**src/rtl/regfile_mp_sb.sv**
```systemverilog
// regfile_mp_sb
// Multi-port integer register file with a per-register pending-write scoreboard,
// two write ports (port 0 = ALU, port 1 = LSU) and a sequential bulk-clear engine.
//
// Parameters
//   XLEN      data width in bits
//   NREGS     number of registers (power of 2, >= 4)
//   NRD       number of read ports (1..4)
//   ZERO_REG  1: register 0 reads as 0, is never written and never busy
//
// Ports
//   clk, rst_n           clock (rising edge), asynchronous active-low reset
//   rd_addr/rd_data      packed read ports, port k at [k*AW +: AW] / [k*XLEN +: XLEN]
//   rd_busy              per read port: addressed register has an outstanding write
//   iss_valid, iss_rd    issue strobe marking iss_rd pending
//   we0/wa0/wd0          write port 0 (ALU)
//   we1/wa1/wd1          write port 1 (LSU), wins over port 0 on an address clash
//   clr_req              pulse starting the bulk clear of registers and scoreboard
//   ready                high in IDLE once out of reset; writes/issues/clr_req accepted
//
// Build option
//   REGFILE_BYPASS_EN    when defined, an accepted write is forwarded to matching
//                        read ports in the same cycle.

module regfile_mp_sb #(
    parameter int XLEN     = 32,
    parameter int NREGS    = 32,
    parameter int NRD      = 2,
    parameter int ZERO_REG = 1
) (
    input  logic                        clk,
    input  logic                        rst_n,
    input  logic [NRD*$clog2(NREGS)-1:0] rd_addr,
    output logic [NRD*XLEN-1:0]         rd_data,
    output logic [NRD-1:0]              rd_busy,
    input  logic                        iss_valid,
    input  logic [$clog2(NREGS)-1:0]    iss_rd,
    input  logic                        we0,
    input  logic [$clog2(NREGS)-1:0]    wa0,
    input  logic [XLEN-1:0]             wd0,
    input  logic                        we1,
    input  logic [$clog2(NREGS)-1:0]    wa1,
    input  logic [XLEN-1:0]             wd1,
    input  logic                        clr_req,
    output logic                        ready
);

    localparam int AW = $clog2(NREGS);
    localparam logic [AW-1:0] LAST = AW'(NREGS - 1);

    typedef enum logic {
        IDLE,
        CLEAR
    } state_t;

    state_t              state;
    state_t              state_next;
    logic [AW-1:0]       cnt;
    logic                init_done;
    logic [XLEN-1:0]     regs [NREGS];
    logic [NREGS-1:0]    busy;
    logic [NREGS-1:0]    wr0_hit;
    logic [NREGS-1:0]    wr1_hit;
    logic [NREGS-1:0]    iss_hit;

    // State register and clear counter. init_done keeps ready low for the
    // first clock after reset release.
    always_ff @(posedge clk or negedge rst_n) begin
        if (!rst_n) begin
            state     <= IDLE;
            cnt       <= '0;
            init_done <= 1'b0;
        end else begin
            state     <= state_next;
            init_done <= 1'b1;
            if (state == CLEAR) begin
                cnt <= (cnt == LAST) ? '0 : cnt + 1'b1;
            end
        end
    end

    // Next-state logic: a clear runs exactly NREGS cycles, one register each.
    always_comb begin
        state_next = state;
        case (state)
            IDLE:    if (clr_req && init_done) state_next = CLEAR;
            CLEAR:   if (cnt == LAST) state_next = IDLE;
            default: state_next = IDLE;
        endcase
    end

    // Output logic.
    always_comb begin
        ready = (state == IDLE) && init_done;
    end

    // Per-register decode of accepted writes and issues. Everything is gated
    // by ready so CLEAR and the post-reset cycle drop these requests.
    always_comb begin
        wr0_hit = '0;
        wr1_hit = '0;
        iss_hit = '0;
        for (int r = 0; r < NREGS; r++) begin
            if (!(ZERO_REG != 0 && r == 0)) begin
                wr0_hit[r] = ready && we0 && (wa0 == AW'(r));
                wr1_hit[r] = ready && we1 && (wa1 == AW'(r));
                iss_hit[r] = ready && iss_valid && (iss_rd == AW'(r));
            end
        end
    end

    // Register array and scoreboard. An issue outranks a same-cycle write for
    // the busy bit because the issued instruction is the newer producer.
    always_ff @(posedge clk or negedge rst_n) begin
        if (!rst_n) begin
            for (int r = 0; r < NREGS; r++) begin
                regs[r] <= '0;
            end
            busy <= '0;
        end else if (state == CLEAR) begin
            regs[cnt] <= '0;
            busy[cnt] <= 1'b0;
        end else begin
            for (int r = 0; r < NREGS; r++) begin
                if (wr1_hit[r]) begin
                    regs[r] <= wd1;
                end else if (wr0_hit[r]) begin
                    regs[r] <= wd0;
                end
                if (iss_hit[r]) begin
                    busy[r] <= 1'b1;
                end else if (wr0_hit[r] || wr1_hit[r]) begin
                    busy[r] <= 1'b0;
                end
            end
        end
    end

    // Combinational read ports, with optional same-cycle write forwarding.
    always_comb begin
        logic [AW-1:0]   addr_k;
        logic [XLEN-1:0] data_k;
        logic            busy_k;
        rd_data = '0;
        rd_busy = '0;
        addr_k  = '0;
        data_k  = '0;
        busy_k  = 1'b0;
        for (int k = 0; k < NRD; k++) begin
            addr_k = rd_addr[k*AW +: AW];
            data_k = regs[addr_k];
            busy_k = busy[addr_k];
`ifdef REGFILE_BYPASS_EN
            if (ready && !(ZERO_REG != 0 && addr_k == '0)) begin
                if (we1 && (wa1 == addr_k)) begin
                    data_k = wd1;
                    busy_k = iss_valid && (iss_rd == addr_k);
                end else if (we0 && (wa0 == addr_k)) begin
                    data_k = wd0;
                    busy_k = iss_valid && (iss_rd == addr_k);
                end
            end
`endif
            if (ZERO_REG != 0 && addr_k == '0) begin
                data_k = '0;
                busy_k = 1'b0;
            end
            rd_data[k*XLEN +: XLEN] = data_k;
            rd_busy[k]              = busy_k;
        end
    end

endmodule
```
**config.mk**
```make
export PLATFORM = sky130hd
export DESIGN_NAME = regfile_mp_sb
export DESIGN_NICKNAME = d
export VERILOG_FILES = /design/src/rtl/regfile_mp_sb.sv
export SDC_FILE = /design/constraint.sdc
export NUM_CORES = 2
export LEC_CHECK = 0
export ABC_AREA = 1
export BUFFER_PORTS_ARGS = -buffer_cell sky130_fd_sc_hd__buf_4
export CELL_PAD_IN_SITES_DETAIL_PLACEMENT = 1
export CELL_PAD_IN_SITES_GLOBAL_PLACEMENT = 2
export CORE_ASPECT_RATIO = 1.2
export CORE_MARGIN = 4
export CORE_UTILIZATION = 39
export CTS_BUF_LIST = sky130_fd_sc_hd__clkbuf_8
export DETAILED_ROUTE_END_ITERATION = 10
export PLACE_DENSITY_LB_ADDON = 0.1
export SLEW_MARGIN = 0
export SYNTH_ARGS = -nofsm -noshare
export SYNTH_HDL_FRONTEND = slang
export SYNTH_SLANG_ARGS = --single-unit
```
**constraint.sdc**
```tcl
create_clock -name clk -period 4.6 [get_ports clk]
set_input_delay 0.23 -clock clk [delete_from_list [all_inputs] [get_ports clk]]
set_output_delay 0.23 -clock clk [all_outputs]
set_load 0.03 [all_outputs]
```
# == Word-level counts from Yosys, hierarchy flattened ==
# Index checks and enable logic that the tools add are counted.
# totals
reg_bits,1063
latch_bits,0
ramBits,0
rom_bits,0
input_bits,95
out_inout_bits,67
word_cells,521
memories,0
# op_classes
add_sub_neg,1
n_mul,0
div,0
magnitude_cmp,8
n_eq_ne,94
shifts,0
mux,148
bitwise,8
reduce_logical,195
# ops
cell,count
$mux 32,70
$and 1024x1024->1024,1
$not 1024->1024,1
$mux 992,1
$bmux 32 s5,2
$eq 5x5->1 const B,49
$reduce_bool 3->1,62
$demux 32 s5,1
$eq 5x4->1 const B,24
$logic_and 1x1->1,100
$mux 1,69
$eq 5x3->1 const B,12
$and 32x32->32,1
$not 32->32,1
$logic_or 1x1->1,31
$eq 5x2->1 const B,6
$ge 6x6->1 const B,3
$lt 5x6->1 const B,3
$not 5->6,3
$eq 5x1->1 const B,3
$bmux 1 s5,2
$logic_not 5->1,2
$lt 6x1->1 const B,1
$add 5x1->5 const B,1
other kinds (5),5

# == Logic depth before layout (Yosys ltp) ==
# depth
ltp_word,8
ltp_mapped,13
mapped_depth_nobuf,9

# == Worst setup path before layout ==
# No wires, ideal clock.
# synth_timing
path_kind,input to output
start,in rd_addr[5]
end,out rd_data[56]
arrival_time_ps,1788
required_time_ps,4370
slack_ps,2582
path_stages,13
path_buffers,4
path_cell_list,buf_2 > inv_1 > buf_2 > buf_2 > buf_2 > nand2_1 > nand3_1 > nand3_1 > nand2_1 > nand2_1 > nand3_1 > nand2_1 > nor2_1
# synth_between
elab_chain_cells,5
elab_cells_between_ends,6
classes_between,mux: 4; bitwise: 1; reduce/logical: 1
# synth_lines
element,line,source
start: declaration,33,"input logic [NRD*$clog2(NREGS)-1:0] rd_addr,"
$not 5->6 (implied by the code),151,data_k = regs[addr_k];
$bmux 32 s5,151,
$mux 32 (implied by the code) (2 in a row),151,
$mux 32 *,164,if (ZERO_REG != 0 && addr_k == '0) begin
end: declaration,34,"output logic [NRD*XLEN-1:0] rd_data,"
# Mark *: on every way between the ends. The rest lies on a longest branch, timed or not. The select of a mux whose other input is x is not followed.

# == Worst setup path in the final report ==
# layout_timing
start,reg state
end,reg regs[238] in the netlist's numbering
# layout_between
elab_chain_cells,6
elab_cells_between_ends,9
classes_between,mux: 2; bitwise: 1; reduce/logical: 6
# layout_lines
element,line,source
start: declaration,56,state_t state;
start signal: assignment,74,state <= state_next;
$not 1->1,94,ready = (state == IDLE) && init_done;
$logic_and 1x1->1,94,
$logic_and 1x1->1 (2 in a row),106,wr1_hit[r] = ready && we1 && (wa1 == AW'(r));
$mux 32,125,if (wr1_hit[r]) begin
$mux 992,120,end else if (state == CLEAR) begin
end signal: indexed assignment,126,regs[r] <= wd1;
end signal: indexed assignment,128,regs[r] <= wd0;
end: declaration,60,logic [XLEN-1:0] regs [NREGS];
# Several ways; a longest one is shown, not always the timed one.
# A chain may end at the register's enable or synchronous reset.

==> results.cfg <==
[global_routing]
grt_overflow = 0
grt_pass1_vias = 84600
grt_max_degree = 151
track_usage_pct = 41.89
antenna_found_initial = 27
grt_pass1_wl_mm = 590.7

[sta]
rsz0062_at_grt = false
slew_viol_final = 0
worstMarginPinSlew_ns = 1.425
fin_setup_tns_ns = 0
relSlewSlack_pct = 4.801
hold_viol_final = 0
post-route-min-period_ns = 3.640
max_freq_mhz = 274.7
setup_viol = 0
fin_skew_ns = 0.03070
finalCritPeriodShare_pct = 79.13

[power_and_ir_drop]
p_int_mw = 17.62
p_clk_share_pct = 34.4
switchingPower_mw = 11.22
power.share.sequential_pct = 39.9
p_sw_share_pct = 38.90
power.density_nw_per_um2 = 361.0
p_comb_share_pct = 25.7
ir_drop_mv = 0.2684
total_power_mw = 28.84
leakage_nw = 37.37

[layout]
layout-drive-gt1-share_pct = 7.135
final_nets = 11130
final_area_sq_um = 79900
fill_cells = 24010
finalNonFillerCells = 13630
syn2layout_area_growth_pct = 11.20

[yosys]
syn_area_sq_um = 71850
synth_top_area_share_pct = 37.02
ys.flop_type = dfrtp_1
yosys_warnings = 0
synth-async-reset-ratio_pct = 100.0
syn_area_per_cell_sq_um = 6.347
seq_area_frac_synth_pct = 37.02
yosysTopAreaCell = dfrtp_1
synth_nets = 11420
yosys-top-cells-area = dfrtp_1, nand2_1, o21ai_0, nand3_1, o211ai_1
synthCells = 11320
synth_edf_count = 0
ys_types = 37
yosys_register_bits = 1063

[floorplan]
die_h_microns = 478.2
rows = 172
coreArea_sq_um = 183100
initial_core_util_pct = 39.23
ios = 162
die_w_microns = 399.8
design.die.area_sq_um = 191200

[clocking]
cts_max_level = 4
clk_latency_ns = 1.01
post-cts-setup-buffer-count = 0
cts_tree = done
clock-sinks = 1063
ctsLongestPathBuffers = 3
numCtsBuffers = 201
root_buffer = clkbuf_8
clk_pin_slew_ns = 0.06

[drt]
vias = 84740
wl_per_cell_microns = 30.08
drt_iter0_drc = 9580
ant_nets = 0
wirelength_mm = 409.9
firstDrtPassIters = 6
drc = 0
via_per_inst = 6.217

[min_path]
hold_path.class = input pin to async pin

[run_status]
status = finished, final reports clean

[worst_setup_path]
crit_arrival_ns = 4.47
crit_fanout = 31
crit_type = flip-flop to flip-flop
startpoint = state
crit_required_ns = 5.43
timing.critical_path.from_type = flip-flop
cp-end-kind = flip-flop
rr_startpoint = state

[placed_design]
dp.cells = 13140
placed_cell_area_sq_um = 74530
dp_hpwl_mm = 233.6
port_buffers = 161
place_congestion = 0.9268

[run]
maxCapViolCount = 0
[metal layers]
metal,track usage (%),wire (microns)
met5,0.1786,41
met3,9.052,40070
met4,24.24,27490
met1,53.61,161100
met2,65.09,181300
[sequential cells by signal, indices dropped and copies added (netlist names)]
name / cells
cnt: 5
state: 1
init_done: 1
regs: 1024
busy: 32
[metrics by stage]
| stage | hold slack, ns | util (%) | worst slack [ns] |
|---|---|---|---|
| floorplan | -0.06559 | - | 2.582 |
| global placement | 0.3042 | 40.69 | 1.225 |
| detailed placement | 0.3114 | 40.69 | 1.209 |
| CTS | 0.01936 | 43.61 | 1.039 |
| global route | 0.08532 | 43.62 | 0.8403 |
| finish | 0.09849 | 43.63 | 0.9600 |
[worst max-delay path: stages, from the launching register on]
cell,delay (ns)
dfrtp_1,0.56
inv_2,0.65
nand2_1,0.14
nor2_2,0.31
nand3_1,0.20
dlygate4sd3_1,0.62
o211ai_1,0.20
buf_4,0.59
o21ai_0,0.17
[layout by cell type (no fill, tap or decap), drive strengths merged, types with 9 or more instances in the layout]
master	n
o21ai	1663
clkbuf	261
dfrtp	1063
clkinv	19
nand3	1460
diode	9
inv	928
buf	418
dlygate4sd3	124
nand2	4298
a21oi	195
nor2	243
o211ai	469
[path summary, 6_finish.rpt]
check | to | slack [ns] | cells past startpoint
max in group asynchronous | regs[487] | 3.62 | 4
max | regs[238] | 0.96 | 8
min in group clk | busy[15] | 0.12 | 6
max reg2reg | regs[238] | 0.96 | 8
min reg2reg | regs[753] | 0.49 | 2
min | regs[700] | 0.1 | 3
[cells by family (layout without fill, tap and decap cells)]
group | count (synthesis) | in the layout | share of synthesized area (%)
other cells | 1 | 10 | 0.005219
compound gates | 2340 | 2340 | 18.07
buf+inv | 1891 | 1756 | 10.66
simple gates | 6019 | 6019 | 34.14
fa+ha+maj | 5 | 5 | 0.08707
flops | 1063 | 1063 | 37.02
xor+xnor | 1 | 1 | 0.01219
[cell type report]
| class | count | area [sq um] | share of cell area (%) |
|---|---|---|---|
| antenna | 9 | 22.52 | 0.02819 |
| clock buffer | 261 | 3592 | 4.496 |
| clock inverter | 99 | 485.5 | 0.6076 |
| inverter | 854 | 3252 | 4.070 |
| multi-input combinational | 8366 | 37890 | 47.42 |
| sequential | 1063 | 26600 | 33.29 |
| tap | 2436 | 3048 | 3.815 |
| timing repair buffer | 542 | 5007 | 6.267 |
[power groups by stage]
| stage | Clock, mW | Combinational, mW | Sequential [mW] |
|---|---|---|---|
| finish | 9.92 | 7.41 | 11.5 |
| detailed placement | 0 | 7.10 | 11.6 |
| floorplan | 0 | 4.09 | 11.3 |
| global placement | 0 | 6.93 | 11.6 |
| CTS | 10.0 | 7.22 | 11.5 |
| global route | 10.4 | 7.94 | 11.6 |
[Yosys cell counts, types with 4 or more instances]
| cell type | instances |
|---|---|
| inv_1 | 844 |
| o211ai_2 | 4 |
| nand2_2 | 9 |
| ha_1 | 5 |
| buf_6 | 12 |
| nor3_1 | 6 |
| o21ai_1 | 156 |
| o211ai_1 | 465 |
| buf_2 | 323 |
| nand2_1 | 4288 |
| a21oi_1 | 194 |
| buf_1 | 148 |
| inv_2 | 7 |
| buf_4 | 15 |
| and2_1 | 6 |
| o311ai_2 | 5 |
| o22ai_1 | 5 |
| o21ai_0 | 1507 |
| nand3_1 | 1460 |
| clkbuf_1 | 536 |
| nor2_1 | 239 |
| dfrtp_1 | 1063 |
[what timing repair did]
item	4_1_cts	5_1_grt
gates resized for setup	0	0
endpoints found under the hold margin	1629	0
hold buffers	125	0
Power figures use the tool's default switching activity.
